===== src/rtl/serial_add_pkg.sv =====
// Shared types and constants for the serial nibble adder sequencer.
// Latency: n/a (declarations only).
// Backpressure: n/a (declarations only).
package serial_add_pkg;

  localparam int NIBBLE_W = 4;

  typedef enum logic [1:0] {
    IDLE = 2'd0,
    RUN  = 2'd1,
    DONE = 2'd2
  } sa_state_t;

  // Iteration counter width; a single-nibble datapath still needs one bit.
  function automatic int cnt_width(input int nibbles);
    return (nibbles > 1) ? $clog2(nibbles) : 1;
  endfunction

endpackage


===== src/rtl/serial_nibble_add_ctrl_if.sv =====
// Operand/result handshake bundle for serial_nibble_add_ctrl; sub exists only with SERIAL_ADD_SUB_EN.
// Latency: n/a (wiring only).
// Backpressure: valid/ready on both the operand side and the result side.
interface serial_nibble_add_ctrl_if #(
  parameter int WIDTH = 16
);
  logic             in_valid;
  logic             in_ready;
  logic [WIDTH-1:0] a;
  logic [WIDTH-1:0] b;
`ifdef SERIAL_ADD_SUB_EN
  logic             sub;
`endif
  logic             out_valid;
  logic             out_ready;
  logic [WIDTH-1:0] sum;
  logic             overflow;

`ifdef SERIAL_ADD_SUB_EN
  modport master (output in_valid, a, b, sub, out_ready,
                  input  in_ready, out_valid, sum, overflow);
  modport slave  (input  in_valid, a, b, sub, out_ready,
                  output in_ready, out_valid, sum, overflow);
`else
  modport master (output in_valid, a, b, out_ready,
                  input  in_ready, out_valid, sum, overflow);
  modport slave  (input  in_valid, a, b, out_ready,
                  output in_ready, out_valid, sum, overflow);
`endif
endinterface


===== src/rtl/adder4_cin.sv =====
// 4-bit ripple-carry adder slice built from full-adder cells.
// Latency: combinational.
// Backpressure: none.
module adder4_cin (
  input  logic [3:0] a,
  input  logic [3:0] b,
  input  logic       cin,
  output logic [3:0] s,
  output logic       cout
);
  logic [4:0] c;

  assign c[0] = cin;

  for (genvar i = 0; i < 4; i++) begin : g_fa
    assign s[i]   = a[i] ^ b[i] ^ c[i];
    assign c[i+1] = (a[i] & b[i]) | (c[i] & (a[i] ^ b[i]));
  end

  assign cout = c[4];
endmodule


===== src/rtl/serial_nibble_add_ctrl.sv =====
// Adds two WIDTH-bit operands one nibble per cycle through a single shared 4-bit slice (SERIAL_ADD_SUB_EN adds A-B).
// Latency: result valid NIBBLES+1 cycles after the accept cycle; one op every NIBBLES+2 cycles.
// Backpressure: in_ready only in IDLE; result held in DONE until out_ready.
module serial_nibble_add_ctrl
  import serial_add_pkg::*;
#(
  parameter int WIDTH = 16
) (
  input  logic                    clk,
  input  logic                    rst_n,
  serial_nibble_add_ctrl_if.slave bus
);
  localparam int NIBBLES = WIDTH / NIBBLE_W;
  localparam int CNT_W   = cnt_width(NIBBLES);

  if ((WIDTH % NIBBLE_W) != 0 || WIDTH < NIBBLE_W) begin : g_bad_width
    $error("serial_nibble_add_ctrl: WIDTH must be a multiple of 4 and >= 4");
  end

  sa_state_t            state_q, state_d;
  logic [CNT_W-1:0]     cnt_q;
  logic [WIDTH-1:0]     a_sh, b_sh, sum_sh;
  logic                 carry_q, overflow_q;
  logic                 sub_in, sub_mode;
  logic [NIBBLE_W-1:0]  slice_b, slice_s;
  logic                 slice_cout;
  logic [WIDTH-1:0]     sum_next;
  logic                 last_iter;

`ifdef SERIAL_ADD_SUB_EN
  logic sub_q;
  assign sub_in   = bus.sub;
  assign sub_mode = sub_q;

  // Operation mode is captured with the operands and held for the whole op.
  always_ff @(posedge clk or negedge rst_n) begin
    if (!rst_n) begin
      sub_q <= 1'b0;
    end else if (state_q == IDLE && bus.in_valid) begin
      sub_q <= bus.sub;
    end
  end
`else
  assign sub_in   = 1'b0;
  assign sub_mode = 1'b0;
`endif

  assign last_iter = (cnt_q == CNT_W'(NIBBLES - 1));

  // Subtraction is A + ~B + 1: invert the B nibble, carry register seeded with 1.
  assign slice_b = b_sh[NIBBLE_W-1:0] ^ {NIBBLE_W{sub_mode}};

  adder4_cin u_slice (
    .a    (a_sh[NIBBLE_W-1:0]),
    .b    (slice_b),
    .cin  (carry_q),
    .s    (slice_s),
    .cout (slice_cout)
  );

  // Each new result nibble enters at the MSB end so the LSB nibble lands at bit 0 last.
  if (NIBBLES == 1) begin : g_one_nibble
    assign sum_next = slice_s;
  end else begin : g_multi_nibble
    assign sum_next = {slice_s, sum_sh[WIDTH-1:NIBBLE_W]};
  end

  // State register.
  always_ff @(posedge clk or negedge rst_n) begin
    if (!rst_n) state_q <= IDLE;
    else        state_q <= state_d;
  end

  // Next-state: handshakes only move the FSM in the state that owns them.
  always_comb begin
    state_d = state_q;
    case (state_q)
      IDLE:    if (bus.in_valid)  state_d = RUN;
      RUN:     if (last_iter)     state_d = DONE;
      DONE:    if (bus.out_ready) state_d = IDLE;
      default:                    state_d = IDLE;
    endcase
  end

  assign bus.in_ready  = (state_q == IDLE);
  assign bus.out_valid = (state_q == DONE);
  assign bus.sum       = sum_sh;
  assign bus.overflow  = overflow_q;

  // Datapath: load on accept, one nibble per RUN cycle, hold otherwise.
  always_ff @(posedge clk or negedge rst_n) begin
    if (!rst_n) begin
      a_sh       <= '0;
      b_sh       <= '0;
      sum_sh     <= '0;
      carry_q    <= 1'b0;
      overflow_q <= 1'b0;
      cnt_q      <= '0;
    end else begin
      case (state_q)
        IDLE: begin
          if (bus.in_valid) begin
            a_sh    <= bus.a;
            b_sh    <= bus.b;
            carry_q <= sub_in;
            cnt_q   <= '0;
          end
        end
        RUN: begin
          a_sh       <= a_sh >> NIBBLE_W;
          b_sh       <= b_sh >> NIBBLE_W;
          sum_sh     <= sum_next;
          carry_q    <= slice_cout;
          // Borrow is the inverted carry-out when subtracting.
          overflow_q <= slice_cout ^ sub_mode;
          if (!last_iter) cnt_q <= cnt_q + CNT_W'(1);
        end
        default: ;
      endcase
    end
  end
endmodule

===== src/flat_wrapper.sv =====
// flat-port wrapper written by rule: the top's interface ports become plain ports
module serial_nibble_add_ctrl_flat import serial_add_pkg::*;
#(
  parameter int WIDTH = 16
)
  (clk, rst_n, bus_in_valid, bus_a, bus_b, bus_out_ready, bus_in_ready, bus_out_valid, bus_sum, bus_overflow);
  serial_nibble_add_ctrl_if #(.WIDTH(WIDTH)) bus_i ();
  input  logic clk;
  input  logic rst_n;
  input wire logic [$bits(bus_i.in_valid)-1:0] bus_in_valid;
  input wire logic [$bits(bus_i.a)-1:0] bus_a;
  input wire logic [$bits(bus_i.b)-1:0] bus_b;
  input wire logic [$bits(bus_i.out_ready)-1:0] bus_out_ready;
  output wire logic [$bits(bus_i.in_ready)-1:0] bus_in_ready;
  output wire logic [$bits(bus_i.out_valid)-1:0] bus_out_valid;
  output wire logic [$bits(bus_i.sum)-1:0] bus_sum;
  output wire logic [$bits(bus_i.overflow)-1:0] bus_overflow;
  assign bus_i.in_valid = bus_in_valid;
  assign bus_i.a = bus_a;
  assign bus_i.b = bus_b;
  assign bus_i.out_ready = bus_out_ready;
  assign bus_in_ready = bus_i.in_ready;
  assign bus_out_valid = bus_i.out_valid;
  assign bus_sum = bus_i.sum;
  assign bus_overflow = bus_i.overflow;
  serial_nibble_add_ctrl #(.WIDTH(WIDTH)) u_core (.clk(clk), .rst_n(rst_n), .bus(bus_i));
endmodule

===== config.mk =====
export PLATFORM = sky130hd
export DESIGN_NAME = serial_nibble_add_ctrl_flat
export DESIGN_NICKNAME = d
export VERILOG_FILES = /design/src/rtl/serial_add_pkg.sv /design/src/rtl/serial_nibble_add_ctrl_if.sv /design/src/rtl/adder4_cin.sv /design/src/rtl/serial_nibble_add_ctrl.sv /design/src/flat_wrapper.sv
export SDC_FILE = /design/constraint.sdc
export NUM_CORES = 1
export LEC_CHECK = 0
export ABC_AREA = 1
export BUFFER_PORTS_ARGS = -buffer_cell sky130_fd_sc_hd__buf_2
export CAP_MARGIN = 20
export CORE_AREA = 2 2 68 70
export CTS_BUF_LIST = sky130_fd_sc_hd__clkbuf_4 sky130_fd_sc_hd__clkbuf_8
export DETAILED_ROUTE_END_ITERATION = 10
export DIE_AREA = 0 0 70 72
export HOLD_SLACK_MARGIN = 0.02
export PLACE_DENSITY = 0.9
export SYNTH_ARGS = -nofsm -noshare
export SYNTH_HDL_FRONTEND = slang
export SYNTH_SLANG_ARGS = --single-unit

===== constraint.sdc =====
create_clock -name clk -period 3.9 [get_ports clk]
set_input_delay 0.39 -clock clk [delete_from_list [all_inputs] [get_ports clk]]
set_output_delay 0.39 -clock clk [all_outputs]
set_load 0.01 [all_outputs]

Word level (Yosys, flattened, before mapping)
Index checks and enable logic that the tools add are counted.
Widths: inputs -> output; s select.
{"block": "word_totals", "reg_bits": 54, "input_bits": 36, "output_inout_bits": 19, "word_cells": 53}
{"block": "classes", "addsub": 1, "n_eq_ne": 7, "muxes": 13, "n_bitwise": 20, "n_reduce_logical": 5}
{"cell": "$pmux 16 s2", "n": 2}
{"cell": "$mux 16", "n": 2}
{"cell": "$mux 2", "n": 5}
{"cell": "$and 1x1->1", "n": 8}
{"cell": "$xor 1x1->1", "n": 8}
{"cell": "$ne 2x2->1 const B", "n": 3}
{"cell": "$pmux 2 s3", "n": 1}
{"cell": "$reduce_and 3->1", "n": 2}
{"cell": "$eq 2x2->1 const B", "n": 2}
{"cell": "$or 1x1->1", "n": 4}
{"cell": "$pmux 2 s2", "n": 1}
{"cell": "$add 2x1->2 const B", "n": 1}
{"cell": "$eq 2x1->1 const B", "n": 1}
{"cell": "$logic_not 2->1", "n": 1}
{"cell": "$ne 2x1->1 const B", "n": 1}
{"cell": "$pmux 1 s2", "n": 1}
{"cell": "$reduce_and 2->1", "n": 1}
{"cell": "$reduce_bool 2->1", "n": 1}
{"cell": "$mux 1", "n": 1}

Logic depth before layout (Yosys ltp)
Gate-level depths: netlist of the first run.
{"block": "logic_depth", "depth_word": 10, "depth_mapped": 9, "mapped_depth_nobuf": 9}

Cells and area by module
Synthesis of the first run repeated with hierarchy kept, for this count alone.
{"block": "hier_totals", "cells_unflattened": 320, "area_unflattened_um2": 2561.2}
{"mod": "serial_nibble_add_ctrl", "instances": 1, "cells_per_inst": 306, "area_each_um2": 2443.6, "seq_area_each_um2": 1351.3}
{"mod": "adder4_cin", "instances": 1, "cells_per_inst": 14, "area_each_um2": 117.6, "seq_area_each_um2": 0.0}

Worst setup path before layout of the first run
OpenSTA, ideal clock, no wires.
{"block": "synth_timing", "kind": "register to register", "startpoint": "reg u_core.carry_q", "endpoint": "reg u_core.sum_sh[15], in the netlist u_core.bus.sum[15]", "arrival_time_ps": 1976, "t_required_ps": 3817, "path_slack_ps": 1842, "path_stages_with_launch": 9, "n_path_buf": 0, "period_less_slack_ps": 2058, "path_cell_list": "dfrtp_1 -> fa_1 -> inv_1 -> fa_1 -> inv_1 -> fa_1 -> inv_1 -> fa_1 -> o21ai_0"}
{"block": "synth_via", "elab_chain_len": 7}
{"item": "from (decl)", "line_no": "serial_nibble_add_ctrl.sv:23", "text": "logic carry_q, overflow_q;"}
{"item": "from (signal assigned)", "line_no": "serial_nibble_add_ctrl.sv:105", "text": "carry_q <= sub_in;"}
{"item": "from (signal assigned)", "line_no": "serial_nibble_add_ctrl.sv:113", "text": "carry_q <= slice_cout;"}
{"item": "$and 1x1->1", "line_no": "adder4_cin.sv:17", "text": "assign c[i+1] = (a[i] & b[i]) | (c[i] & (a[i] ^ b[i]));"}
{"item": "$or 1x1->1", "line_no": "adder4_cin.sv:17"}
{"item": "$and 1x1->1", "line_no": "adder4_cin.sv:17"}
{"item": "$or 1x1->1", "line_no": "adder4_cin.sv:17"}
{"item": "$and 1x1->1", "line_no": "adder4_cin.sv:17"}
{"item": "$or 1x1->1", "line_no": "adder4_cin.sv:17"}
{"item": "$xor 1x1->1", "line_no": "adder4_cin.sv:16", "text": "assign s[i] = a[i] ^ b[i] ^ c[i];"}
{"item": "to (signal assigned)", "line_no": "serial_nibble_add_ctrl.sv:112", "text": "sum_sh <= sum_next;"}
{"item": "to (decl)", "line_no": "serial_nibble_add_ctrl.sv:22", "text": "logic [WIDTH-1:0] a_sh, b_sh, sum_sh;"}
Every way passes these cells.
A chain may end at the register's enable or synchronous reset.

Worst setup path after layout of the first run
{"block": "layout_timing", "startpoint": "reg u_core.state_q[0]", "endpoint": "reg u_core.overflow_q, in the netlist u_core.bus.overflow"}
{"block": "layout_via", "elab_chain_len": 1}
{"item": "from (decl)", "line_no": "serial_nibble_add_ctrl.sv:20", "text": "sa_state_t state_q, state_d;"}
{"item": "from (signal assigned)", "line_no": "serial_nibble_add_ctrl.sv:71", "text": "else state_q <= state_d;"}
{"item": "$eq 2x1->1", "line_no": "serial_nibble_add_ctrl.sv:100", "text": "case (state_q)"}
{"item": "to (signal assigned)", "line_no": "serial_nibble_add_ctrl.sv:115", "text": "overflow_q <= slice_cout ^ sub_mode;"}
{"item": "to (decl)", "line_no": "serial_nibble_add_ctrl.sv:23"}
Every way passes these cells.

==> results of run 1 <==
[cell type report]
class / count / share of cell area
clock buffer: 5 / 0.0239
clock inverter: 3 / 0.00913
inverter: 18 / 0.0235
multi-input combinational: 230 / 0.352
sequential: 54 / 0.470
tap: 52 / 0.0226
timing repair buffer: 56 / 0.0992
[cell usage in the layout (no fill, tap or decap), drive strengths merged]
cell	count
buf	56
clkbuf	5
clkinv	3
dfrtp	54
fa	4
ha	1
inv	18
nand2	172
nand3	34
nor2	4
o21ai	13
o22ai	1
or2	1
[path summary, 6_finish.rpt]
path                                       end               from  depth (start not counted)
max                        u_core.bus.overflow  u_core.state_q[0]                          3
min                          u_core.bus.sum[2]              rst_n                          2
max reg2reg                u_core.bus.overflow  u_core.state_q[0]                          3
min reg2reg                    u_core.b_sh[13]    u_core.b_sh[13]                          2
max in group asynchronous      u_core.b_sh[11]              rst_n                          2
min in group clk             u_core.state_q[1]      bus_out_ready                          2
[sequential cells by signal, summed over array words and instances, names as in the netlist]
name	count
u_core.bus.sum	16
u_core.state_q	2
u_core.a_sh	16
u_core.carry_q	1
u_core.b_sh	16
u_core.bus.overflow	1
u_core.cnt_q	2
[where the power goes]
group / internal [mW] / total (mW) / switching (mW) / leakage (nW)
Combinational: 0.350 / 1.00 / 0.652 / 0.936
Clock: 0.130 / 0.325 / 0.195 / 0.0483
Sequential: 0.804 / 0.988 / 0.184 / 0.689
[logic make-up after synthesis]
| logic type | count (synthesis) | synth area share |
|---|---|---|
| and+or+nand+nor | 211 | 0.335 |
| DFF | 54 | 0.537 |
| buffers and inverters | 34 | 0.0611 |
| AOI/OAI and AO/OA | 14 | 0.0298 |
| adders and majority gates | 5 | 0.0368 |
[routing by layer]
metal	up-vias	GRT usage	routed length, µm
li1	1066	-	-
met1	981	0.280	2190
met2	70	0.367	2400
met3	4	0.0417	314
met4	0	0.105	49
met5	-	0	0
[worst max-delay path, cell delays in order, from the launching register on]
cell	delay, ns
dfrtp_1	1.01
nand2_2	0.71
or2_2	0.53
nand2_1	0.07
==> results_dict.tcl, run 1 <==
set metrics [dict create \
    cts_root_buffer "clkbuf_8" \
    place_congestion 0.811 \
    power_mw 2.32 \
    outcome "finished, final reports clean" \
    relSlewSlack 0.333 \
    n_fill_cell 380 \
    slew_viol_final 0 \
    ys_warn_count 0 \
    synth_area_leaders "dfrtp_1 54%, nand2_1 25%, nand3_1 6.8%, fa_1 3.2%, buf_2 2.4%" \
    syn_avg_cell_area_um2 7.92 \
    criticalPathCategory "reg2reg" \
    final_util 0.675 \
    final-seq-area_um2 1350 \
    wl_per_cell_um 11.9 \
    critPathMaxFanout 46 \
    finalSetupViolCount 0 \
    dieArea_um2 5040 \
    ys_top_cells_by_count "171 x nand2_1, 54 x dfrtp_1, 34 x nand3_1, 16 x inv_1" \
    arrival_ns 2.66 \
    fin_area_um2 2880 \
    min_period_over_period 0.615 \
    first_global_vias 2085 \
    min_path_type "in2async" \
    powerDensity_nw_per_um2 805 \
    max_freq_ghz 0.417 \
    drt-initial-drc-count 129 \
    post_cts_buffers 0 \
    period_minus_slack_ns 2.40 \
    synth_nets 359 \
    rows 24 \
    synth_seq_area_share 0.537 \
    htreeDepth 2 \
    synth_edf_count 0 \
    hold_violations 0 \
    pre_cts_ws_ns 1.63 \
    antenna_found_initial 0 \
    clk_pin_slew_ns 0.10 \
    drc 0 \
    fin_tns_setup_ns 0 \
    ctsHoldBuffers 0 \
    ir_drop_mv 0.367 \
    clock-skew-final_ns 0.00570 \
    cts_resized 0 \
    hpwl_mm 3.21 \
    synth-seq-cells 54 \
    ant_nets 0 \
    die_w_um 70 \
    track_usage 0.220 \
    ff2ff_setup_slack_ns 1.50 \
    pin_count 55 \
    port_buffers 54 \
    ys_types 17 \
    synth_top_area_cell "dfrtp_1" \
    core_area_um2 4260 \
    multi_input_area_um2 1010 \
    synth_top_area_share 0.537 \
    num_vias 2121 \
    yosys_most_used_dff "dfrtp_1" \
    area_delta_synth_final_pct 14.3 \
    fin_cells 418 \
    grt_max_degree 55 \
    worst_ep_required_time_ns 4.16 \
    drive_above_1_share 0.194 \
    whs_ns 0.179 \
    antennaDiodeCount 0 \
    cts.sinks 54 \
    syn_area_um2 2520 \
    drt-pass1-iter-count 4 \
    place_area_um2 2780 \
    grt_pass1_wl_mm 8.85 \
    rsz0062_at_grt "no" \
    routed_via_density 5.07 \
    syn_inst 318 \
    grt.overflow.total 0 \
    finalWirelength_mm 4.96 \
    ys_async_sr_fraction 1.00 \
    final_nets 406 \
    fin_ws_ns 1.50 \
    cp-start-kind "register" \
    power_leakage_nw 1.67 \
    die_h_um 72 \
    clk_latency_ns 0.32 \
    tightest_slew_ns 1.00 \
    cts_buffer_depth 2 \
    cap_violations 0 \
    start_util 0.590 \
    cts_made_buffers 5 \
    dp_cells 410 \
    cts_tree "built" \
    crit_path_end_kind "register" \
    synth_most_common_cell "nand2_1" \
]
Power figures use the tool's default switching activity.
==> inputs of run 2 (changes only) <==
--- a/config.mk
+++ b/config.mk
@@ -8,12 +8,12 @@
 export ABC_AREA = 1
 export BUFFER_PORTS_ARGS = -buffer_cell sky130_fd_sc_hd__buf_2
 export CAP_MARGIN = 20
-export CORE_AREA = 2 2 68 70
+export CORE_AREA = 2 2 74 76
 export CTS_BUF_LIST = sky130_fd_sc_hd__clkbuf_4 sky130_fd_sc_hd__clkbuf_8
 export DETAILED_ROUTE_END_ITERATION = 10
-export DIE_AREA = 0 0 70 72
+export DIE_AREA = 0 0 76 78
 export HOLD_SLACK_MARGIN = 0.02
-export PLACE_DENSITY = 0.9
+export PLACE_DENSITY = 0.81
 export SYNTH_ARGS = -nofsm -noshare
 export SYNTH_HDL_FRONTEND = slang
 export SYNTH_SLANG_ARGS = --single-unit
==> constraint.sdc (replaced) <==
create_clock -name clk -period 1.9 [get_ports clk]
set_input_delay 0.19 -clock clk [delete_from_list [all_inputs] [get_ports clk]]
set_output_delay 0.19 -clock clk [all_outputs]
set_load 0.01 [all_outputs]
==> results_dict.tcl, run 2 (same netlist as run 1, synthesis figures left out) <==
set metrics [dict create \
    clk_pin_slew_ns 0.09 \
    n_fill_cell 452 \
    crit_path_end_kind "register" \
    arrival_ns 2.32 \
    p_sw_frac 0.437 \
    failed_checks "setup timing" \
    grt.overflow.total 0 \
    die_h_um 78 \
    htreeDepth 2 \
    whs_ns 0.0588 \
    antennaDiodeCount 0 \
    area_delta_synth_final_pct 18.2 \
    tightest_slew_ns 0.571 \
    die_w_um 76 \
    min_path_type "in2reg" \
    p_switching_mw 2.14 \
    layout_commonest_cell "nand2_1" \
    num_vias 2147 \
    drive_above_1_share 0.225 \
    finalSetupViolCount 3 \
    cap_violations 0 \
    finalWirelength_mm 5.18 \
    cts_tree "built" \
    clock-skew-final_ns 0.00277 \
    period_minus_slack_ns 2.08 \
    grt_max_degree 32 \
    criticalPathCategory "reg2reg" \
    clk_latency_ns 0.31 \
    relSlewSlack 0.620 \
    track_usage 0.189 \
    dp_cells 436 \
    layout_common_cells "171 x nand2_1, 54 x buf_2, 54 x dfrtp_1, 34 x nand3_1, 13 x inv_1" \
    drt-pass1-iter-count 4 \
    rsz0062_at_grt "yes" \
    fin_ws_ns -0.180 \
    slew_viol_final 0 \
    critPathMaxFanout 2 \
    worst_ep_required_time_ns 2.14 \
    clkPwrFrac 0.123 \
    fin_cells 444 \
    cts_made_buffers 5 \
    internal_power_mw 2.76 \
    first_global_vias 2117 \
    dieArea_um2 5930 \
    drc 0 \
    p_comb_frac 0.476 \
    start_util 0.499 \
    antenna_found_initial 0 \
    powerDensity_nw_per_um2 1650 \
    min_period_over_period 1.09 \
    cp-start-kind "register" \
    post_cts_buffers 0 \
    port_buffers 54 \
    place_congestion 0.811 \
    power_leakage_nw 1.71 \
    ant_nets 0 \
    fin_tns_setup_ns -0.376 \
    final_nets 415 \
    pwr-share-seq 0.401 \
    pin_count 55 \
    cts.sinks 54 \
    grt_pass1_wl_mm 9.03 \
    final_util 0.590 \
    core_area_um2 5040 \
    hold_violations 0 \
    max_freq_ghz 0.481 \
    wl_per_cell_um 11.7 \
    outcome "finished, violations left" \
    ir_drop_mv 0.749 \
    rows 26 \
    cts_buffer_depth 2 \
    hpwl_mm 3.63 \
    cts_root_buffer "clkbuf_8" \
    drt-initial-drc-count 110 \
    routed_via_density 4.84 \
]
-- run 2: cell count changes in the layout (fill, tap and decap cells not counted) --
cell / change
fa_2: +3
o21ai_1: +1
inv_1: -3
or2_2: -1
o21ai_0: -1
inv_2: +3
or2_4: +1
dlygate4sd3_1: +1
buf_4: +7
clkinv_2: +2
clkinv_4: -3
fa_1: -3
buf_12: +1
-- run 2: layout make-up --
| class | instances | area [µm²] | share of cell area |
|---|---|---|---|
| flip-flops and latches | 54 | 1350 | 0.454 |
| repair buffers | 65 | 368 | 0.124 |
| multi-input cells | 230 | 1020 | 0.344 |
| clock buffers | 5 | 68.8 | 0.0231 |
| clock inverters | 2 | 10.0 | 0.00336 |
| inverters | 18 | 67.6 | 0.0227 |
| well taps | 70 | 87.6 | 0.0294 |
-- run 2: critical path, cell delays in order (launching register included) --
cell     delay [ns]
dfrtp_1        0.41
fa_2           0.39
inv_2          0.06
fa_2           0.19
inv_2          0.04
fa_2           0.33
inv_2          0.07
fa_1           0.40
o21ai_1        0.12
-- run 2: metrics by stage --
| step | power, mW | area, µm² | worst slack [ns] |
|---|---|---|---|
| CTS | 4.94 | 2980 | -0.202 |
| finish | 4.90 | 2980 | -0.180 |
| global route | 5.41 | 2980 | -0.269 |
| global placement | 4.20 | 2880 | -0.118 |
| floorplan | 3.62 | 2520 | -0.0860 |
| detailed placement | 4.32 | 2880 | -0.187 |
-- run 2: timing repair --
| action | 4_1_cts | 5_1_grt |
|---|---|---|
| gates resized for setup | 2 | 0 |
| hold buffers | 1 | 0 |
| endpoints found under the setup margin | 3 | 3 |
| endpoints found under the hold margin | 23 | 0 |
| pin swaps | 1 | 0 |
-- run 2: path summary, 6_finish.rpt --
path | to | cells past startpoint | slack [ns] | startpoint
hold / removal | u_core.state_q[1] | 2 | 0.06 | bus_out_ready
min in group asynchronous | u_core.bus.sum[2] | 2 | 0.40 | rst_n
hold reg to reg | u_core.a_sh[15] | 2 | 0.48 | u_core.a_sh[15]
setup reg to reg | u_core.bus.sum[15] | 8 | -0.18 | u_core.a_sh[0]
max in group asynchronous | u_core.a_sh[9] | 3 | 0.95 | rst_n
setup / recovery | u_core.bus.sum[15] | 8 | -0.18 | u_core.a_sh[0]
-- run 2: metal layers --
metal,vias to the layer above,share of wire,routed length [µm],GRT usage
met5,-,0,0,0
met2,70,0.48,2480,0.330
met1,979,0.45,2330,0.227
met4,0,0.016,83,0.0709
li1,1091,-,-,-
met3,7,0.055,283,0.0477
-- run 2: power groups by stage --
stage	combinational [mW]	clock (mW)	sequential, mW
4_1_cts	2.36	0.627	1.96
2_1_floorplan	1.63	0	1.99
5_1_grt	2.70	0.674	2.03
3_3_place_gp	2.24	0	1.96
3_5_place_dp	2.33	0	1.98
6_report	2.33	0.604	1.97
==> inputs of run 3 (changes only) <==
--- a/config.mk
+++ b/config.mk
@@ -6,14 +6,14 @@
 export NUM_CORES = 1
 export LEC_CHECK = 0
 export ABC_AREA = 1
-export BUFFER_PORTS_ARGS = -buffer_cell sky130_fd_sc_hd__buf_2
 export CAP_MARGIN = 20
-export CORE_AREA = 2 2 74 76
+export CORE_AREA = 2 2 65 67
 export CTS_BUF_LIST = sky130_fd_sc_hd__clkbuf_4 sky130_fd_sc_hd__clkbuf_8
 export DETAILED_ROUTE_END_ITERATION = 10
-export DIE_AREA = 0 0 76 78
+export DIE_AREA = 0 0 67 69
+export DONT_BUFFER_PORTS = 1
 export HOLD_SLACK_MARGIN = 0.02
-export PLACE_DENSITY = 0.81
+export PLACE_DENSITY = 0.85
 export SYNTH_ARGS = -nofsm -noshare
 export SYNTH_HDL_FRONTEND = slang
 export SYNTH_SLANG_ARGS = --single-unit
==> constraint.sdc (replaced) <==
create_clock -name clk -period 2.4 [get_ports clk]
set_input_delay 0.36 -clock clk [delete_from_list [all_inputs] [get_ports clk]]
set_output_delay 0.36 -clock clk [all_outputs]
set_load 0.01 [all_outputs]
==> results_dict.tcl, run 3 (same netlist as run 1, synthesis figures left out) <==
set metrics [dict create \
    min_path_type "in2reg" \
    p_comb_frac 0.410 \
    die_w_um 67 \
    critPathMaxFanout 2 \
    ir_drop_mv 0.668 \
    path_cells "fa_1, inv_1, fa_1, inv_1, fa_1, inv_1, fa_1, o21ai_0" \
    r2r_start "u_core.carry_q" \
    tightest_slew_ns 0.508 \
    antenna_found_initial 0 \
    cap_violations 0 \
    track_usage 0.223 \
    antennaDiodeCount 0 \
    drc 0 \
    p_switching_mw 1.61 \
    grt_pass1_wl_mm 8.00 \
    drive_above_1_share 0.0633 \
    htreeDepth 2 \
    pre_cts_ws_ns 0.204 \
    cp_top_family "adder cells" \
    cts_root_buffer "clkbuf_8" \
    clk_pin_slew_ns 0.09 \
    die_h_um 69 \
    routed_via_density 5.33 \
    hold_violations 0 \
    cts_tree "built" \
    cp-start-kind "register" \
    whs_ns 0.144 \
    first_global_vias 1919 \
    period_minus_slack_ns 2.19 \
    worst_ep_required_time_ns 2.63 \
    core_area_um2 3910 \
    min_period_over_period 0.913 \
    place_congestion 0.772 \
    drt-initial-drc-count 98 \
    finalSetupViolCount 0 \
    wl_per_cell_um 12.8 \
    met1_length_mm 2.04 \
    crit_path_end_kind "register" \
    max_freq_ghz 0.456 \
    pin_count 55 \
    p_sw_frac 0.439 \
    port_buffers 0 \
    clock-skew-final_ns 0.00771 \
    min_from "bus_out_ready" \
    cts.sinks 54 \
    ant_nets 0 \
    power_leakage_nw 1.48 \
    powerDensity_nw_per_um2 1380 \
    rsz0062_at_grt "no" \
    top_layer_used "met4" \
    layout_common_cells "171 x nand2_1, 54 x dfrtp_1, 34 x nand3_1, 16 x inv_1, 12 x o21ai_0" \
    internal_power_mw 2.06 \
    path_common_cell "fa_1" \
    area_delta_synth_final_pct 5.52 \
    criticalPathCategory "reg2reg" \
    hpwl_mm 3.03 \
    power_mw 3.66 \
    clkPwrFrac 0.143 \
    met3WireLength_um 276 \
    slew_viol_final 0 \
    post_cts_buffers 0 \
    crit_path_start "u_core.carry_q" \
    drt-pass1-iter-count 4 \
    fin_tns_setup_ns 0 \
    place_area_um2 2520 \
    cts_buffer_depth 2 \
    start_util 0.643 \
    finalWirelength_mm 4.68 \
    grt.overflow.total 0 \
    relSlewSlack 0.661 \
    cts_made_buffers 5 \
    outcome "finished, final reports clean" \
    arrival_ns 2.42 \
    final_nets 356 \
    critPathSlowestCell "fa_1" \
    dieArea_um2 4620 \
    path_buf_inv 3 \
    rows 23 \
    layout_commonest_cell "nand2_1" \
    fin_area_um2 2660 \
    fin_ws_ns 0.209 \
    num_vias 1949 \
    grt_max_degree 55 \
    slowest_delay_ns 0.44 \
    wl_met2_mm 2.29 \
    clk_latency_ns 0.31 \
    pwr-share-seq 0.447 \
]
## run 3: timing repair
action | 4_1_cts | 5_1_grt
resized for setup | 0 | 0
hold buffers | 2 | 0
endpoints found under the hold margin | 54 | 0
## run 3: worst paths after layout
check | depth (start not counted) | slack, ns | end
worst max register to register | 8 | 0.21 | u_core.bus.sum[15]
worst min register to register | 2 | 0.48 | u_core.b_sh[15]
max in group asynchronous | 2 | 1.58 | u_core.a_sh[14]
worst max-delay path | 8 | 0.21 | u_core.bus.sum[15]
min in group asynchronous | 2 | 0.60 | u_core.bus.sum[11]
worst min-delay path | 1 | 0.14 | u_core.state_q[1]
## run 3: area by class of cell
| type | count | area [µm²] |
|---|---|---|
| Sequential cell | 54 | 1350 |
| Timing Repair Buffer | 6 | 67.6 |
| Fill cell | 343 | 1260 |
| Clock buffer | 7 | 90.1 |
| Clock inverter | 1 | 5.00 |
| Inverter | 18 | 67.6 |
| Multi-Input combinational cell | 230 | 1010 |
| Tap cell | 50 | 62.6 |
## run 3: power groups by stage
stage	logic (mW)	registers (mW)	clock network, mW
3_3_place_gp	1.43	1.64	0
4_1_cts	1.52	1.64	0.533
6_report	1.50	1.64	0.525
3_5_place_dp	1.49	1.65	0
5_1_grt	1.79	1.69	0.566
2_1_floorplan	1.28	1.57	0
## run 3: per-layer routing
| metal | up-vias | track usage |
|---|---|---|
| met4 | 0 | 0.0703 |
| li1 | 969 | - |
| met1 | 925 | 0.276 |
| met2 | 48 | 0.376 |
| met5 | - | 0 |
| met3 | 7 | 0.0555 |
## run 3: through the flow
stage | utilization | cells
after floorplan | - | 318
after global placement | 0.645 | 356
after detailed placement | 0.645 | 356
after CTS | 0.679 | 366
after global routing | 0.679 | 366
final | 0.679 | 366
## run 3: worst reg2reg max path, stage by stage (launching register included)
cell     delay (ns)
dfrtp_1        0.42
fa_1           0.44
inv_1          0.08
fa_1           0.17
inv_1          0.05
fa_1           0.35
inv_1          0.07
fa_1           0.39
o21ai_0        0.15
